--- src/rtl/wb_master_arbiter.sv ---
// Two-master, one-slave Wishbone B3 arbiter with round-robin grant and an ack watchdog.
// Grants are held until the owner drops cyc; a silent slave is terminated with an err pulse.
module wb_master_arbiter #(
  parameter int WB_ADDR_WIDTH = 32,
  parameter int WB_DATA_WIDTH = 32,
  parameter int WB_SEL_WIDTH  = 4,
  parameter int TIMEOUT       = 255
) (
  input  logic                     wb_clk_i,
  input  logic                     wb_rst_n_i,
  // master 0
  input  logic [WB_ADDR_WIDTH-1:0] m0_wb_adr_i,
  input  logic [WB_DATA_WIDTH-1:0] m0_wb_dat_i,
  input  logic [WB_SEL_WIDTH-1:0]  m0_wb_sel_i,
  input  logic                     m0_wb_we_i,
  input  logic                     m0_wb_cyc_i,
  input  logic                     m0_wb_stb_i,
  input  logic [2:0]               m0_wb_cti_i,
  input  logic [1:0]               m0_wb_bte_i,
  output logic [WB_DATA_WIDTH-1:0] m0_wb_dat_o,
  output logic                     m0_wb_ack_o,
  output logic                     m0_wb_err_o,
  // master 1
  input  logic [WB_ADDR_WIDTH-1:0] m1_wb_adr_i,
  input  logic [WB_DATA_WIDTH-1:0] m1_wb_dat_i,
  input  logic [WB_SEL_WIDTH-1:0]  m1_wb_sel_i,
  input  logic                     m1_wb_we_i,
  input  logic                     m1_wb_cyc_i,
  input  logic                     m1_wb_stb_i,
  input  logic [2:0]               m1_wb_cti_i,
  input  logic [1:0]               m1_wb_bte_i,
  output logic [WB_DATA_WIDTH-1:0] m1_wb_dat_o,
  output logic                     m1_wb_ack_o,
  output logic                     m1_wb_err_o,
  // shared slave bus
  output logic [WB_ADDR_WIDTH-1:0] s_wb_adr_o,
  output logic [WB_DATA_WIDTH-1:0] s_wb_dat_o,
  output logic [WB_SEL_WIDTH-1:0]  s_wb_sel_o,
  output logic                     s_wb_we_o,
  output logic                     s_wb_cyc_o,
  output logic                     s_wb_stb_o,
  output logic [2:0]               s_wb_cti_o,
  output logic [1:0]               s_wb_bte_o,
  input  logic [WB_DATA_WIDTH-1:0] s_wb_dat_i,
  input  logic                     s_wb_ack_i,
  input  logic                     s_wb_err_i,
  output logic [1:0]               wb_gnt_o
);

  localparam logic [15:0] TERM_CNT = 16'(TIMEOUT - 1);

  typedef enum logic [1:0] {IDLE = 2'd0, OWN0 = 2'd1, OWN1 = 2'd2} state_e;

  state_e      state_q;
  logic [1:0]  gnt_q;
  logic        last_q;      // 0: m0 owned last, 1: m1 owned last
  logic [15:0] wd_cnt_q, wd_cnt_d;
  logic        wd_err_q, wd_err_d;
  logic        wd_term;
  logic        owner_release;

  // Arbitration FSM; grant is registered so it changes only on a clock edge.
  always_ff @(posedge wb_clk_i or negedge wb_rst_n_i) begin
    if (!wb_rst_n_i) begin
      state_q <= IDLE;
      gnt_q   <= 2'b00;
      last_q  <= 1'b1;
    end else begin
      case (state_q)
        IDLE: begin
          if (m0_wb_cyc_i && (!m1_wb_cyc_i || last_q)) begin
            state_q <= OWN0;
            gnt_q   <= 2'b01;
            last_q  <= 1'b0;
          end else if (m1_wb_cyc_i) begin
            state_q <= OWN1;
            gnt_q   <= 2'b10;
            last_q  <= 1'b1;
          end
        end
        OWN0: begin
          if (!m0_wb_cyc_i) begin
            state_q <= IDLE;
            gnt_q   <= 2'b00;
          end
        end
        OWN1: begin
          if (!m1_wb_cyc_i) begin
            state_q <= IDLE;
            gnt_q   <= 2'b00;
          end
        end
        default: begin
          state_q <= IDLE;
          gnt_q   <= 2'b00;
        end
      endcase
    end
  end

  assign wb_gnt_o = gnt_q;

  always_comb begin
    s_wb_adr_o = '0;
    s_wb_dat_o = '0;
    s_wb_sel_o = '0;
    s_wb_we_o  = 1'b0;
    s_wb_cyc_o = 1'b0;
    s_wb_stb_o = 1'b0;
    s_wb_cti_o = 3'b000;
    s_wb_bte_o = 2'b00;
    if (gnt_q[0]) begin
      s_wb_adr_o = m0_wb_adr_i;
      s_wb_dat_o = m0_wb_dat_i;
      s_wb_sel_o = m0_wb_sel_i;
      s_wb_we_o  = m0_wb_we_i;
      s_wb_cyc_o = m0_wb_cyc_i;
      s_wb_stb_o = m0_wb_stb_i;
      s_wb_cti_o = m0_wb_cti_i;
      s_wb_bte_o = m0_wb_bte_i;
    end else if (gnt_q[1]) begin
      s_wb_adr_o = m1_wb_adr_i;
      s_wb_dat_o = m1_wb_dat_i;
      s_wb_sel_o = m1_wb_sel_i;
      s_wb_we_o  = m1_wb_we_i;
      s_wb_cyc_o = m1_wb_cyc_i;
      s_wb_stb_o = m1_wb_stb_i;
      s_wb_cti_o = m1_wb_cti_i;
      s_wb_bte_o = m1_wb_bte_i;
    end
  end

  // Watchdog: the count restarts on any response, idle strobe or hand-over.
  always_comb begin
    owner_release = (gnt_q[0] & ~m0_wb_cyc_i) | (gnt_q[1] & ~m1_wb_cyc_i);
    wd_term       = s_wb_stb_o & ~s_wb_ack_i & ~s_wb_err_i & (wd_cnt_q >= TERM_CNT);
    wd_err_d      = wd_term;
    if (!s_wb_stb_o || s_wb_ack_i || s_wb_err_i || owner_release || wd_term) begin
      wd_cnt_d = 16'd0;
    end else if (wd_cnt_q != 16'hFFFF) begin
      wd_cnt_d = wd_cnt_q + 16'd1;
    end else begin
      wd_cnt_d = wd_cnt_q;
    end
  end

  always_ff @(posedge wb_clk_i or negedge wb_rst_n_i) begin
    if (!wb_rst_n_i) begin
      wd_cnt_q <= 16'd0;
      wd_err_q <= 1'b0;
    end else begin
      wd_cnt_q <= wd_cnt_d;
      wd_err_q <= wd_err_d;
    end
  end

  // Read data is broadcast; responses reach only the current owner.
  assign m0_wb_dat_o = s_wb_dat_i;
  assign m1_wb_dat_o = s_wb_dat_i;
  assign m0_wb_ack_o = s_wb_ack_i & gnt_q[0];
  assign m1_wb_ack_o = s_wb_ack_i & gnt_q[1];
  assign m0_wb_err_o = (s_wb_err_i | wd_err_q) & gnt_q[0];
  assign m1_wb_err_o = (s_wb_err_i | wd_err_q) & gnt_q[1];

endmodule

--- config.mk ---
export PLATFORM = sky130hd
export DESIGN_NAME = wb_master_arbiter
export DESIGN_NICKNAME = d
export VERILOG_FILES = /design/src/rtl/wb_master_arbiter.sv
export SDC_FILE = /design/constraint.sdc
export NUM_CORES = 1
export LEC_CHECK = 0
export BUFFER_PORTS_ARGS = -buffer_cell sky130_fd_sc_hd__clkbuf_2
export CAP_MARGIN = 20
export CORE_AREA = 3 3 129 131
export CTS_CLUSTER_DIAMETER = 100
export DETAILED_ROUTE_END_ITERATION = 8
export DIE_AREA = 0 0 132 134
export GPL_TIMING_DRIVEN = 0
export PLACE_DENSITY = 0.53
export SYNTH_ARGS = -nofsm -noshare
export SYNTH_HDL_FRONTEND = slang
export SYNTH_SLANG_ARGS = --single-unit
--- constraint.sdc ---
create_clock -name wb_clk_i -period 5 [get_ports wb_clk_i]
set_clock_uncertainty 0.1 [all_clocks]
set_input_delay 0.5 -clock wb_clk_i [delete_from_list [all_inputs] [get_ports wb_clk_i]]
set_output_delay 0.5 -clock wb_clk_i [all_outputs]
set_load 0.005 [all_outputs]
# Word level (Yosys, flattened, before mapping)
# Index checks and enable logic that the tools add are counted.
# W data, S select, Z words.
dict set report totals {
  reg_bits 20
  inputBits 188
  output_inout_bits 146
  wordCells 65
}
dict set report op_classes {
  n_addsub 1
  order_cmp 1
  eq_ne 6
  n_mux 25
  bitwise_logic 15
  n_reduce_logical 13
}
# cell n
set ops {}
lappend ops {{$mux W32} 4}
lappend ops {{$mux W16} 2}
lappend ops {{$add A16 B1 Y16 const B} 1}
lappend ops {{$ge A16 B8 Y1 const B} 1}
lappend ops {{$ne A16 B16 Y1 const B} 1}
lappend ops {{$mux W2} 6}
lappend ops {{$and A1 B1 Y1} 9}
lappend ops {{$mux W1} 8}
lappend ops {{$mux W4} 2}
lappend ops {{$mux W3} 2}
lappend ops {{$pmux W2 S3} 1}
lappend ops {{$logic_or A1 B1 Y1} 5}
lappend ops {{$ne A2 B2 Y1 const B} 2}
lappend ops {{$not A1 Y1} 4}
lappend ops {{$reduce_bool A2 Y1} 2}
lappend ops {{$ne A3 B3 Y1 const B} 1}
lappend ops {{$reduce_and A3 Y1} 1}
lappend ops {{$eq A2 B1 Y1 const B} 1}
lappend ops {{$eq A2 B2 Y1 const B} 1}
lappend ops {{$logic_not A1 Y1} 2}
lappend ops {{$logic_not A2 Y1} 1}
lappend ops {{$or A1 B1 Y1} 2}
lappend ops {{$reduce_and A2 Y1} 1}
lappend ops {{$logic_and A1 B1 Y1} 1}

# Longest topological paths before layout
# Gate-level depths: netlist of the first run.
dict set report depth {
  word_depth 8
  mapped_depth 7
  depth_no_buf 6
}

# Worst setup path before layout of the first run
# Ideal clock, no wire load.
dict set report synth_timing {
  path_kind {register to output}
  from {reg gnt_q[0], in the netlist wb_gnt_o[0]}
  to {out s_wb_adr_o[0]}
  arrival_time_ns 1.417
  setup_slack_ns 2.983
  stages_incl_launch_ff 6
  path_cell_list {dfrtp_1 > buf_2 > nor2b_4 > clkbuf_1 > buf_1 > a22o_1}
}
dict set report synth_via {
  elab_chain_cells 1
}
# item line
set synth_rtl {}
lappend synth_rtl {{start: declaration} 55} ;# logic [1:0] gnt_q;
lappend synth_rtl {{start signal: assignment} 66} ;# gnt_q <= 2'b00;
lappend synth_rtl {{start signal: assignment} 73} ;# gnt_q <= 2'b01;
lappend synth_rtl {{start signal: assignment} 77} ;# gnt_q <= 2'b10;
lappend synth_rtl {{$mux W32} 112} ;# if (gnt_q[0]) begin
lappend synth_rtl {{end: declaration} 36} ;# output logic [WB_ADDR_WIDTH-1:0] s_wb_adr_o,
# No other way between the ends.

# Worst setup path after layout of the first run
dict set report layout_timing {
  from {reg gnt_q[0], in the netlist wb_gnt_o[0]}
  to {out s_wb_dat_o[17]}
}
dict set report layout_via {
  elab_chain_cells 1
}
# item line
set layout_rtl {}
lappend layout_rtl {{$mux W32} 112}
lappend layout_rtl {{end: declaration} 37} ;# output logic [WB_DATA_WIDTH-1:0] s_wb_dat_o,
# No other way between the ends.

==> flow_summary.toml, run 1 <==
[outcome]
status = "complete, no violations"

[clock_tree]
cts_sinks = 20
post_cts_buffers = 0
cts-resized-gates = 0
numCtsBuffers = 3
clkLatencyLatePin_ps = 250
clk_pin_slew_worst_paths_ps = 60
cts-htree-levels = 1
root_buffer = "clkbuf_16"
ctsHoldBuffers = 0
cts_tree = "built"
clk_path_buf_depth = 2

[setup_path]
startpoint = "wb_gnt_o[0]"
start_kind = "flip-flop"
cp_max_fo = 10
r2r_cells = 6
required_ps = 4400
cp_slowest_cell = "clkbuf_1"
path_class = "reg2out"
crit_end = "s_wb_dat_o[17]"
crit_chain = "buf_2 -> nor2b_4 -> clkbuf_1 -> clkbuf_1 -> a22o_1 -> clkbuf_2"
crit_path_frequent_cell = "clkbuf_1"
r2r_slack_ps = 3010
cp_data_arrival_time_ps = 2350
timing.rr.end = "wd_cnt_q[6]"
end_kind = "output pin"
crit_path_max_incr_delay_ps = 470
reg2reg_from = "wb_gnt_o[0]"

[yosys]
synth_top_area_cell = "a22o_1"
synth_area_leaders = "a22o_1 31%, buf_4 23%, dfrtp_1 23%"
ys.flop_type = "dfrtp_1"
syn_avg_cell_area_um2 = 8.64
ys_ff_latch = 20
ys_seq_area_share_pct = 23.8
netlist_instances = 244
async_flop_share_pct = 100
synth_edf_count = 0
synth_cell_type_count = 32
yosys_warnings = 0
syn-cell-area_mm2 = 0.00211
synth_top_area_share_pct = 31.2

[timing]
period_share_pct = 59.0
fmax_ghz = 0.339
final_max_slew_viol_count = 0
slew-limit-headroom_pct = 61.4
period_minus_slack_ps = 2950
worst_pin_slew_ps = 579
rsz0062_at_grt = "no"
finalSetupViolCount = 0
hold_violations = 0
setup_tns_ps = 0

[layout]
nNetsFinal = 746
diodes = 0
post-route-util_pct = 25.4
syn_to_final_growth_pct = 89.1
drive_gt1_share_pct = 67.9

[drt]
drt-initial-drc-count = 135
drc = 0
wl_per_cell_um = 14.5
via_count = 3009
drt-total-wl_um = 11200
routed_via_density = 3.90
firstDrtPassIters = 4
drtAntennaViolNets = 0

[die]
io_pins = 334
coreArea_mm2 = 0.0157
fp.dieW_um = 132
rows = 46
start_util_pct = 13.4
die_height_um = 134
die-area_mm2 = 0.0177

[power_and_ir_drop]
ir_drop_uv = 85.9
p_leak_nw = 2.31
p_per_area_mw_per_mm2 = 225
swShare_pct = 37.2
switchingPower_uw = 334
power_frac_seq_pct = 20.6
clock_power_share_pct = 18.6
combinationalPowerShare_pct = 60.8
p_int_uw = 564

[grt]
antenna_found_initial = 0
grt.total_usage_pct = 11.2
grt_pass1_vias = 2775
grt_pass1_wl_um = 15800
grt_max_degree = 21
grt_overflow = 0

[placement]
place.gp.congestion = 0.715
port_buffers = 301
hpwl_um = 9940

[worst_hold_path]
hold_path.class = "in2async"

[run]
cap_viol_max_count = 0
-- how the worst min path moves through the flow --
stage	end	depth (start not counted)
2_1_floorplan	wb_gnt_o[0]	0
3_3_place_gp	wd_cnt_q[8]	1
3_5_place_dp	wd_cnt_q[8]	1
4_1_cts	wd_cnt_q[8]	1
5_1_grt	wd_cnt_q[13]	1
6_report	wd_cnt_q[13]	1
-- cells in the final DEF, fill, tap and decap left out --
cell type,n
clkbuf_1,15
and3_1,2
buf_2,2
buf_4,64
o311ai_1,1
a22o_1,75
or3_1,3
nand4_1,3
nor3b_1,1
nand2_1,6
a311oi_2,1
a22oi_2,1
nor4_1,3
dfstp_2,1
buf_1,2
clkbuf_16,3
nor3_1,1
a31oi_1,4
clkbuf_2,301
nor2_1,13
nand3_1,2
a211oi_2,2
dfrtp_1,19
o31ai_1,1
or2_2,1
a21oi_1,4
nor2b_4,1
inv_1,5
ha_1,2
and2_1,3
or4_1,2
conb_1,7
o21ai_0,3
o22ai_1,1
-- state kept, by name, indices dropped and copies added, names as in the netlist --
register / cells
wd_cnt_q: 16
wb_gnt_o: 2
last_q: 1
wd_err_q: 1
-- metrics by stage --
step                      power (mW)  hold WS [ps]  cell area [um^2]  std cells  worst slack (ps)
after floorplan                0.445           104              2130        250              2980
after global placement         0.745           394              3910        767              2230
after detailed placement       0.743           389              3910        767              2270
after CTS                      0.911           121              3990        771              1990
after global routing           0.957           155              3990        771              1880
final                          0.898          96.6              3990        771              2050
-- cells in the mapped netlist (2+ instances only) --
| cell type | instances |
|---|---|
| a22o_1 | 75 |
| buf_4 | 64 |
| dfrtp_1 | 19 |
| clkbuf_1 | 14 |
| nor2_1 | 13 |
| nand2_1 | 6 |
| inv_1 | 5 |
| a21oi_1 | 4 |
| a31oi_1 | 4 |
| and2_1 | 3 |
| nand4_1 | 3 |
| nor4_1 | 3 |
| o21ai_0 | 3 |
| or3_1 | 3 |
| a211oi_2 | 2 |
| and3_1 | 2 |
| buf_1 | 2 |
| buf_2 | 2 |
| ha_1 | 2 |
| nand3_1 | 2 |
| or4_1 | 2 |
-- layer usage --
metal / up-vias / GRT usage [%] / routed length [um]
met4: 0 / 1.58 / 51
li1: 1470 / - / -
met3: 4 / 2.59 / 1060
met1: 1347 / 13.8 / 4320
met2: 188 / 20.3 / 5750
met5: - / 0 / 0
-- logic make-up (layout without fill, tap and decap cells) --
kind of cell / count (synthesis) / count (layout) / share of synthesized area (%)
other: 1 / 7 / 0.178
and+or+nand+nor: 41 / 41 / 10.3
DFF: 20 / 20 / 23.8
AOI/OAI and AO/OA: 93 / 93 / 37.6
adders and majority gates: 2 / 2 / 1.19
buffers and inverters: 87 / 392 / 27.0
-- cell type report --
class                   instances  area, um^2
plain buffers                  82         551
clock buffers                   4        78.8
fillers                      1757       11700
inverters                       5        18.8
multi-input cells             143        1060
flip-flops and latches         20         502
well taps                     216         270
repair buffers                301        1510
-- power groups by stage --
| stage | Sequential [mW] | Clock (mW) | Combinational [mW] |
|---|---|---|---|
| 2_1_floorplan | 0.185 | 0 | 0.260 |
| 3_3_place_gp | 0.188 | 0 | 0.557 |
| 3_5_place_dp | 0.188 | 0 | 0.555 |
| 4_1_cts | 0.185 | 0.168 | 0.557 |
| 5_1_grt | 0.186 | 0.174 | 0.597 |
| 6_report | 0.185 | 0.167 | 0.546 |
-- critical path: cells and delay by family (launching register included) --
family          cells  cell delay, ps
buf+inv             4            1260
simple gates        1             180
flops               1             400
compound gates      1             250
Note: power is estimated with default switching activity, not from simulation.
==> inputs of run 2 (changes only) <==
--- a/config.mk
+++ b/config.mk
@@ -5,6 +5,7 @@
 export SDC_FILE = /design/constraint.sdc
 export NUM_CORES = 1
 export LEC_CHECK = 0
+export ABC_AREA = 1
 export BUFFER_PORTS_ARGS = -buffer_cell sky130_fd_sc_hd__clkbuf_2
 export CAP_MARGIN = 20
 export CORE_AREA = 3 3 129 131
@@ -12,7 +13,7 @@
 export DETAILED_ROUTE_END_ITERATION = 8
 export DIE_AREA = 0 0 132 134
 export GPL_TIMING_DRIVEN = 0
-export PLACE_DENSITY = 0.53
+export PLACE_DENSITY = 0.55
 export SYNTH_ARGS = -nofsm -noshare
 export SYNTH_HDL_FRONTEND = slang
 export SYNTH_SLANG_ARGS = --single-unit
==> constraint.sdc (replaced) <==
create_clock -name wb_clk_i -period 2.4 [get_ports wb_clk_i]
set_clock_uncertainty 0.1 [all_clocks]
set_input_delay 0.24 -clock wb_clk_i [delete_from_list [all_inputs] [get_ports wb_clk_i]]
set_output_delay 0.24 -clock wb_clk_i [all_outputs]
set_load 0.005 [all_outputs]
==> run 2 against run 1 <==
  * Utilization is 0.65 points higher
  * Cell count grew 4.2%
  * Clock power rose by 130%
  * Die area did not move
  * Non-clock buffer count did not move
  * First-iteration DRC count is 30% lower
  * Total power rose to 2.9 times the previous value
==> flow_summary.toml, run 2 <==
[drt]
drt-initial-drc-count = 95
drt-total-wl_um = 12900
drtAntennaViolNets = 0
drc = 0
via_count = 3090
wl_per_cell_um = 16.1
routed_via_density = 3.85
firstDrtPassIters = 4

[layout]
final_common_cell = "clkbuf_2"
syn_to_final_growth_pct = 86.7
regMostFlops = "wd_cnt_q"
drive_gt1_share_pct = 66.3
stdcell_count = 803
nNetsFinal = 778
final_cell_mix = "302 x clkbuf_2, 74 x a22o_1, 65 x buf_4"
diodes = 0
largest_reg_flops = 16

[die]
start_util_pct = 13.9
io_pins = 334
fp.dieW_um = 132
rows = 46
die_height_um = 134
coreArea_mm2 = 0.0157
die-area_mm2 = 0.0177

[power_and_ir_drop]
combinationalPowerShare_pct = 69.8
power_frac_seq_pct = 15.3
p_leak_nw = 2.45
clock_power_share_pct = 14.9
totalPowerFinal_mw = 2.56
p_per_area_mw_per_mm2 = 627
p_int_mw = 1.49
switchingPower_mw = 1.07
swShare_pct = 41.9
ir_drop_uv = 418

[grt]
grt_overflow = 0
grt_pass1_wl_um = 18200
antenna_found_initial = 0
grt_use_met1_pct = 18.1
gr-usage-met3_pct = 2.55
grt-busiest-layer = "met2"
grt.total_usage_pct = 13.1
grt_max_degree = 21
use_met2_pct = 22.1
grt_pass1_vias = 2933

[outcome]
status = "complete, no violations"

[timing]
period_minus_slack_ps = 2230
setup_tns_ps = 0
worst_pin_slew_ps = 537
period_share_pct = 92.8
rsz0062_at_grt = "no"
final_max_slew_viol_count = 0
finalSetupViolCount = 0
fmax_ghz = 0.449
hold_violations = 0
fin_hold_ws_ps = 165
slew-limit-headroom_pct = 64.2

[placement]
place.gp.congestion = 0.834
dp_cells = 798
port_buffers = 301
hpwl_um = 11400

[setup_path]
crit_path_max_incr_delay_ps = 450
start_kind = "flip-flop"
cp_data_arrival_time_ps = 1890
path_class = "reg2out"
end_kind = "output pin"
required_ps = 2060
cp_max_fo = 10
cp_slowest_cell = "clkbuf_1"
crit_chain = "buf_6 -> buf_2 -> clkbuf_1 -> a22o_1 -> clkbuf_2"

[yosys]
synth_top_area_cell = "a22o_1"
synth_cell_type_count = 27
yosys_warnings = 0
synth_most_common_cell = "a22o_1"
ys.flop_type = "dfrtp_1"
synth_area_leaders = "a22o_1 30%, buf_4 22%, dfrtp_1 22%"
syn-cell-area_mm2 = 0.00219
netlist_instances = 275
syn_avg_cell_area_um2 = 7.96
synth_top_area_share_pct = 29.6
async_flop_share_pct = 100
synth_common_cells = "74 x a22o_1, 65 x buf_4, 26 x nor2_1"
ys_ff_latch = 20
synth_edf_count = 0
ys_seq_area_share_pct = 22.9

[clock_tree]
numCtsBuffers = 3
post_cts_buffers = 0
cts_tree = "built"
clk_path_buf_depth = 2
clkLatencyLatePin_ps = 260
cts_sinks = 20
cts-htree-levels = 1
clk_pin_slew_worst_paths_ps = 60
root_buffer = "clkbuf_16"

[worst_hold_path]
hold_path.class = "in2reg"

[run]
cap_viol_max_count = 0
[run 2: changes by cell type after synthesis, moves of 4 or more]
| cell | before | now |
|---|---|---|
| buf_2 | 2 | 8 |
| nor2_1 | 13 | 26 |
| inv_1 | 5 | 20 |
| clkbuf_1 | 14 | 7 |
| nand2_1 | 6 | 23 |
| a31oi_1 | 4 | 0 |
[run 2: metal layers]
layer  up-vias  wire length, um
met2       149             6210
met1      1415             5840
li1       1521                -
met3         5              818
met5         -                0
met4         0               51
[run 2: logic make-up after synthesis]
kind of cell               count (synthesis)  synth area share, %
DFF                                       20                 22.9
AOI/OAI and AO/OA                         86                 32.9
adders and majority gates                  2                 1.14
and+or+nand+nor                           62                 12.9
other                                      1                0.171
buffers and inverters                    104                 30.0
[run 2: cell type report]
| type | count | area, um^2 |
|---|---|---|
| fillers | 1772 | 11600 |
| multi-input cells | 157 | 1050 |
| inverters | 23 | 91.3 |
| clock buffers | 4 | 88.8 |
| flip-flops and latches | 20 | 502 |
| well taps | 216 | 270 |
| plain buffers | 81 | 567 |
| repair buffers | 302 | 1520 |
[run 2: through the flow]
stage | util [%] | instance area (um^2) | worst slack [ps]
2_1_floorplan | - | 2210 | 916
3_3_place_gp | 25.4 | 3990 | 295
3_5_place_dp | 25.4 | 3990 | 287
4_1_cts | 26.0 | 4090 | 6.13
5_1_grt | 26.0 | 4090 | 21.9
6_report | 26.0 | 4090 | 174
[run 2: worst max-delay path: cells and delay by family (launching register included)]
kind            cells  cell delay [ps]
compound gates      1              260
buf+inv             4             1000
flops               1              360
[run 2: final timing paths]
kind | from | to | slack (ps) | depth (start not counted)
max | wb_gnt_o[0] | s_wb_dat_o[26] | 170 | 5
max reg2reg | wd_cnt_q[0] | wd_cnt_q[3] | 740 | 7
max in group asynchronous | wb_rst_n_i | last_q | 1470 | 2
min | m1_wb_cyc_i | wb_gnt_o[0] | 160 | 2
min reg2reg | wd_cnt_q[7] | wd_cnt_q[7] | 410 | 2
min in group asynchronous | wb_rst_n_i | wd_cnt_q[1] | 370 | 2
[run 2: power groups by stage]
| stage | registers (mW) | clock network, mW | logic, mW |
|---|---|---|---|
| 5_1_grt | 0.400 | 0.402 | 1.95 |
| 4_1_cts | 0.394 | 0.391 | 1.83 |
| 6_report | 0.394 | 0.382 | 1.79 |
| 2_1_floorplan | 0.396 | 0 | 0.888 |
| 3_3_place_gp | 0.399 | 0 | 1.83 |
| 3_5_place_dp | 0.400 | 0 | 1.81 |
[run 2: what timing repair did]
action | CTS | global route
setup endpoints to repair | 0 | 7
resized for setup | 0 | 2
hold buffers | 1 | 0
hold endpoints to repair | 19 | 0
